## src/rtl/bsg_cgol_pkg.sv

```systemverilog
// Shared constants and helpers for the Life-like cell: state codes, state classes
// and a popcount helper used to count live neighbours.
package bsg_cgol_pkg;

   localparam int DEAD        = 0;
   localparam int ALIVE       = 1;
   localparam int FIRST_DYING = 2;

   typedef enum logic [1:0] {
      CLASS_DEAD,
      CLASS_ALIVE,
      CLASS_DYING
   } state_class_e;

   // Count-ones over a zero-extended neighbour vector; callers truncate to their width.
   function automatic int unsigned countOnes(input logic [31:0] vec);
      int unsigned total;
      total = 0;
      for (int i = 0; i < 32; i++) begin
         total += 32'(vec[i]);
      end
      return total;
   endfunction

endpackage

```

## src/rtl/bsg_cgol_cell_gen_rule_eval.sv

```systemverilog
// Combinational birth/survive/decay rule: maps the current state and live-neighbour
// count to the state for the next generation.
module bsg_cgol_rule_eval
   import bsg_cgol_pkg::*;
#(
   parameter  int NEIGHBORS_P = 8,
   parameter  int STATES_P    = 2,
   localparam int STATE_W     = $clog2(STATES_P),
   localparam int CNT_W       = $clog2(NEIGHBORS_P + 1)
) (
   input  logic [CNT_W-1:0]     count_i,
   input  logic [STATE_W-1:0]   state_i,
   input  logic [NEIGHBORS_P:0] birth_mask_i,
   input  logic [NEIGHBORS_P:0] survive_mask_i,
   output logic [STATE_W-1:0]   next_state_o
);

   localparam logic [STATE_W-1:0] DEAD_S        = STATE_W'(DEAD);
   localparam logic [STATE_W-1:0] ALIVE_S       = STATE_W'(ALIVE);
   localparam logic [STATE_W-1:0] FIRST_DYING_S = STATE_W'(FIRST_DYING);
   localparam logic [STATE_W-1:0] LAST_S        = STATE_W'(STATES_P - 1);

   state_class_e stateClass;

   always_comb begin
      stateClass = CLASS_DEAD;
      if (state_i == ALIVE_S) begin
         stateClass = CLASS_ALIVE;
      end else if (state_i != DEAD_S) begin
         stateClass = CLASS_DYING;
      end
   end

   // Dying cells walk up the decay chain and wrap to DEAD from the last (or any illegal) code.
   always_comb begin
      next_state_o = DEAD_S;
      case (stateClass)
         CLASS_DEAD: begin
            if (birth_mask_i[count_i]) begin
               next_state_o = ALIVE_S;
            end
         end
         CLASS_ALIVE: begin
            if (survive_mask_i[count_i]) begin
               next_state_o = ALIVE_S;
            end else if (STATES_P > 2) begin
               next_state_o = FIRST_DYING_S;
            end
         end
         CLASS_DYING: begin
            if (state_i < LAST_S) begin
               next_state_o = state_i + STATE_W'(1);
            end
         end
         default: next_state_o = DEAD_S;
      endcase
   end

endmodule

```

## src/rtl/bsg_cgol_cell_gen.sv

```systemverilog
// One cell of the CGOL array with programmable birth/survive masks and decay states.
// Define CGOL_CELL_AGE_EN to add the saturating alive-age counter and its age_o port.
module bsg_cgol_cell_gen
   import bsg_cgol_pkg::*;
#(
   parameter  int NEIGHBORS_P = 8,
   parameter  int STATES_P    = 2,
   parameter  int AGE_WIDTH_P = 8,
   localparam int STATE_W     = $clog2(STATES_P)
) (
   input  logic                   clk_i,
   input  logic                   reset_n_i,
   input  logic                   en_i,
   input  logic [NEIGHBORS_P-1:0] data_i,
   input  logic [NEIGHBORS_P:0]   birth_mask_i,
   input  logic [NEIGHBORS_P:0]   survive_mask_i,
   input  logic                   update_i,
   input  logic [STATE_W-1:0]     update_val_i,
   output logic                   data_o,
   output logic [STATE_W-1:0]     state_o,
   output logic                   changed_o
`ifdef CGOL_CELL_AGE_EN
   ,
   output logic [AGE_WIDTH_P-1:0] age_o
`endif
);

   localparam int CNT_W = $clog2(NEIGHBORS_P + 1);
   localparam logic [STATE_W-1:0] DEAD_S  = STATE_W'(DEAD);
   localparam logic [STATE_W-1:0] ALIVE_S = STATE_W'(ALIVE);
   localparam logic [STATE_W-1:0] LAST_S  = STATE_W'(STATES_P - 1);

   typedef struct packed {
      logic [NEIGHBORS_P:0] birth_mask;
      logic [NEIGHBORS_P:0] survive_mask;
   } rule_t;

   rule_t              rules;
   logic [CNT_W-1:0]   liveCount;
   logic [STATE_W-1:0] ruleNext;
   logic [STATE_W-1:0] state_d, state_q;
   logic               changed_q;

   assign rules     = '{birth_mask: birth_mask_i, survive_mask: survive_mask_i};
   assign liveCount = CNT_W'(countOnes(32'(data_i)));

   bsg_cgol_rule_eval #(
      .NEIGHBORS_P (NEIGHBORS_P),
      .STATES_P    (STATES_P)
   ) ruleEval (
      .count_i        (liveCount),
      .state_i        (state_q),
      .birth_mask_i   (rules.birth_mask),
      .survive_mask_i (rules.survive_mask),
      .next_state_o   (ruleNext)
   );

   // A generation step outranks a host load; out-of-range load values fall back to DEAD.
   always_comb begin
      state_d = state_q;
      if (en_i) begin
         state_d = ruleNext;
      end else if (update_i) begin
         state_d = (update_val_i > LAST_S) ? DEAD_S : update_val_i;
      end
   end

   always_ff @(posedge clk_i) begin
      if (!reset_n_i) begin
         state_q   <= DEAD_S;
         changed_q <= 1'b0;
      end else begin
         state_q   <= state_d;
         changed_q <= (state_d != state_q);
      end
   end

   assign state_o   = state_q;
   assign data_o    = (state_q == ALIVE_S);
   assign changed_o = changed_q;

`ifdef CGOL_CELL_AGE_EN
   logic [AGE_WIDTH_P-1:0] age_d, age_q;

   // Age only grows across a surviving generation; births, deaths and loads restart it.
   always_comb begin
      age_d = age_q;
      if (en_i) begin
         if ((state_q == ALIVE_S) && (state_d == ALIVE_S)) begin
            age_d = (&age_q) ? age_q : age_q + AGE_WIDTH_P'(1);
         end else begin
            age_d = '0;
         end
      end else if (update_i) begin
         age_d = '0;
      end
   end

   always_ff @(posedge clk_i) begin
      if (!reset_n_i) begin
         age_q <= '0;
      end else begin
         age_q <= age_d;
      end
   end

   assign age_o = age_q;
`endif

endmodule
```

## config.mk

```make
export PLATFORM = sky130hd
export DESIGN_NAME = bsg_cgol_cell_gen
export DESIGN_NICKNAME = d
export VERILOG_FILES = /design/src/rtl/bsg_cgol_pkg.sv /design/src/rtl/bsg_cgol_cell_gen_rule_eval.sv /design/src/rtl/bsg_cgol_cell_gen.sv
export SDC_FILE = /design/constraint.sdc
export NUM_CORES = 1
export LEC_CHECK = 0
export BUFFER_PORTS_ARGS = -buffer_cell sky130_fd_sc_hd__buf_2
export CORE_UTILIZATION = 35
export CTS_CLUSTER_DIAMETER = 40
export DETAILED_ROUTE_END_ITERATION = 12
export GPL_TIMING_DRIVEN = 0
export PLACE_DENSITY = 0.71
export SYNTH_ARGS = -nofsm -noshare
export SYNTH_HDL_FRONTEND = slang
export SYNTH_HIERARCHICAL = 1
export SYNTH_SLANG_ARGS = --single-unit
```

## constraint.sdc

```tcl
create_clock -name clk_i -period 5.05 [get_ports clk_i]
set_input_delay 0.505 -clock clk_i [delete_from_list [all_inputs] [get_ports clk_i]]
set_output_delay 0.505 -clock clk_i [all_outputs]
set_load 0.05 [all_outputs]
```

==> metrics.md <==
| Metric | Value |
|---|---|
| Result of the run | `finished, final reports clean` |
| Required time of the worst setup path | `about 5.2 ns` |
| Flip-flop and latch area | `around 40 sq um` |
| Average wire per standard cell | `10.3 um` |
| Global-route wire length before repair | `roughly 1.6 mm` |
| DRC violation total after the first TritonRoute iteration | `4` |
| Sequential area share after synthesis | `8.49%` |
| Area Growth Syn to Fin | `43.5%` |
| Clock Tree Root | `clkbuf_4` |
| Synth Flop Type | `dfxtp_1` |
| CTS Hold Buffers Added | `0` |
| Relative slew slack | `about 67%` |
| Number of antenna violations at the first check in global routing | `0` |
| Port-buffer cells | `33` |
| Count of cells resized by post-cts repair | `0` |
| Later-pin clock latency in the skew report | `approximately 0.22 ns` |
| Sinks on Clock Net | `2` |
| Chip height | `about 39 um` |
| Leakage component of the power | `between 0.3 and 0.4 nW` |
| Number of maximum-capacitance constraint violations | `0` |
| Final std cell area, no fill | `~680 sq um` |
| Final setup viols | `0` |
| Overall die area | `~1500 sq um` |
| Count of pins over their slew limit | `0` |
| Netlist Area Pre-Place | `about 470 sq um` |
| Number of buffers created by CTS | `3` |
| Worst slack on hold paths | `between 0.5 and 0.6 ns` |
| Detail-routed via count per cell | `around 4.8` |
| Part of the cycle the worst path needs | `between 70% and 80%` |
| Number of flip-flops and latches in the synthesized netlist | `2` |
| Number of buffer and inverter instances along the worst setup path | `4` |
| RePlAce Congestion | `~0.72` |
| Number of standard cells in the layout, taps in and fillers out | `98` |
| Max Freq | `249 MHz` |
| Remaining global-route overflow | `0` |
| Placed cells | `95` |
| Placeable core region | `1170 sq um` |
| Peak supply drop | `between 0.1 and 0.15 mV` |
| Most used cells in the layout excluding fill and tap cells | `buf_2 (33), inv_1 (12), fa_1 (4)` |
| Row count | `12` |
| Tot GR Track Use | `about 15%` |
| Summed negative setup slack over all endpoints | `0 ns` |
| Leading cell type in the layout, fill and taps excluded | `buf_2` |
| Unique masters post-synth | `23` |
| Pwr dens | `around 330 nW/um^2` |
| Via count | `around 470` |
| TritonCTS clock tree | `yes` |
| Dpl cell area | `approximately 650 sq um` |
| Startpoint type of the worst setup path | `input pin` |
| Via count of the first global-routing pass | `roughly 440` |
| RSZ-0062 raised after global routing | `false` |
| Type of destination of the critical path | `register` |
| Io pins | `34` |
| Drt first pass iters | `2` |
| Number of enable flip-flop cells after synthesis | `0` |
| Filler Cell Count | `~110` |
| Class of the tightest hold or removal check | `in -> reg` |
| Final min period | `4.02 ns` |
| Count of yosys warnings during synthesis | `6` |
| Area taken by multi-input logic gates | `roughly 370 sq um` |
| Worst path cell trace | `buf_2, fa_1, inv_1, fa_1, fa_1, inv_1, ha_1, inv_1, fa_1, xnor2_1, mux2i_1, o311ai_1, nand2b_1, o311ai_1, and3_1` |
| Clk buf depth | `2` |
| Slowest cell on crit path | `fa_1` |
| Layout cells sized above 1 | `approximately half` |
| Actual slew at the worst max-slew pin | `between 0.4 and 0.5 ns` |
| Type of the setup path with the least slack | `in -> reg` |
| Kind of cell adding the most delay to the critical path | `adder cells` |
| DRC violation count after routing | `0` |
| Hold Violations, Final | `0` |
| Worst endpoint data arrival time | `roughly 4.1 ns` |
| CP dominant cell by count | `fa_1` |
| Effective utilization at floorplan | `40.3%` |
| Number of diodes added for antenna fixing | `0` |
| Largest net degree at the start of global routing | `9` |
| Synthesized area per cell | `between 9 and 10 sq um` |
| Worst path max stage delay | `between 0.5 and 0.6 ns` |
| Net total in the final layout | `between 100 and 150` |
| Detail Placement HPWL | `around 900 um` |
| Clk slew on worst S/H paths | `about 0.030 ns` |
| DRT antenna net count | `0` |
| Post-Synthesis Cells | `48` |
| Total Routed Length | `approximately 1 mm` |
| Overall die width | `roughly 39 um` |
| Setup clock skew after layout | `approximately 0.0021 ns` |
| Post-CTS setup-driven buffer insertion count | `0` |
| Maximum fanout along the worst path | `5` |
| Final core area utilization | `~58%` |
| Post-Syn Nets | `86` |
| Async set-reset flop share out of synthesis | `0%` |
| Number of H-tree levels | `1` |
==> synth_stat cells, types with 2 or more instances <==
master / number / area share (%)
a21oi_1: 2 / 2.1
nand3b_1: 2 / 3.2
nor2b_1: 2 / 2.7
mux2i_1: 3 / 6.4
inv_1: 12 / 9.5
mux4_1: 2 / 11
dfxtp_1: 2 / 8.5
fa_1: 4 / 17
nand2_1: 2 / 1.6
ha_1: 3 / 8.0
o311ai_1: 2 / 3.7
==> per-layer routing <==
layer,vias to the layer above,wire length [um],global-route usage [%]
li1,242,-,-
met1,207,432,17.7
met2,19,513,27.5
met3,0,64,2.31
met4,0,0,5.17
met5,-,0,0
==> path summary, 6_finish.rpt <==
check | from | to | slack (ns) | cells after the start
hold / removal | reset_n_i | changed_o$_SDFF_PN0_ | 0.53 | 2
hold reg to reg | data_o$_SDFF_PN0_ | changed_o$_SDFF_PN0_ | 0.64 | 2
setup reg to reg | data_o$_SDFF_PN0_ | changed_o$_SDFF_PN0_ | 3.54 | 6
setup / recovery | data_i[0] | changed_o$_SDFF_PN0_ | 1.03 | 15
==> layout make-up <==
| cell class | instances | area share (%) |
|---|---|---|
| flip-flops and latches | 2 | 5.91 |
| well taps | 14 | 2.59 |
| repair buffers | 33 | 24.4 |
| clock buffers | 3 | 3.33 |
| inverters | 12 | 6.65 |
| multi-input cells | 32 | 54.3 |
| plain buffers | 2 | 2.77 |
==> through the flow <==
stage	worst slack, ns	power (mW)
after floorplan	1.19	0.152
final	1.03	0.222
after global placement	0.930	0.183
after CTS	1.04	0.225
after detailed placement	0.808	0.189
after global routing	0.882	0.244
==> report_power, final <==
part	total, mW	leakage (nW)	switching [mW]	internal (mW)
logic	0.164	0.351	0.0842	0.0797
clock network	0.0344	0.0138	0.00826	0.0262
registers	0.0236	0.0166	0.00378	0.0198
==> sequential cells by signal (all words and copies together) (netlist names) <==
name       count
data_o         1
changed_o      1
==> worst reg2reg max path: cells and delay by family, from the launching register on <==
kind               cells  cell delay, ns
muxes                  1            0.38
AOI/OAI and AO/OA      2            0.21
DFF                    1            0.43
and+or+nand+nor        3            0.44
==> cells by family (layout without fill, tap and decap cells) <==
kind of cell               after synthesis  count (layout)  synth area share, %
AOI/OAI and AO/OA                        6               6                 11.1
xor gates and xnor gates                 1               1                 1.86
adders and majority gates                7               7                 24.9
buffers and inverters                   14              50                 13.5
DFF                                      2               2                 8.49
muxes                                    8               8                 27.1
and+or+nand+nor                         10              10                 13.0
Note: power is estimated with default switching activity, not from simulation.
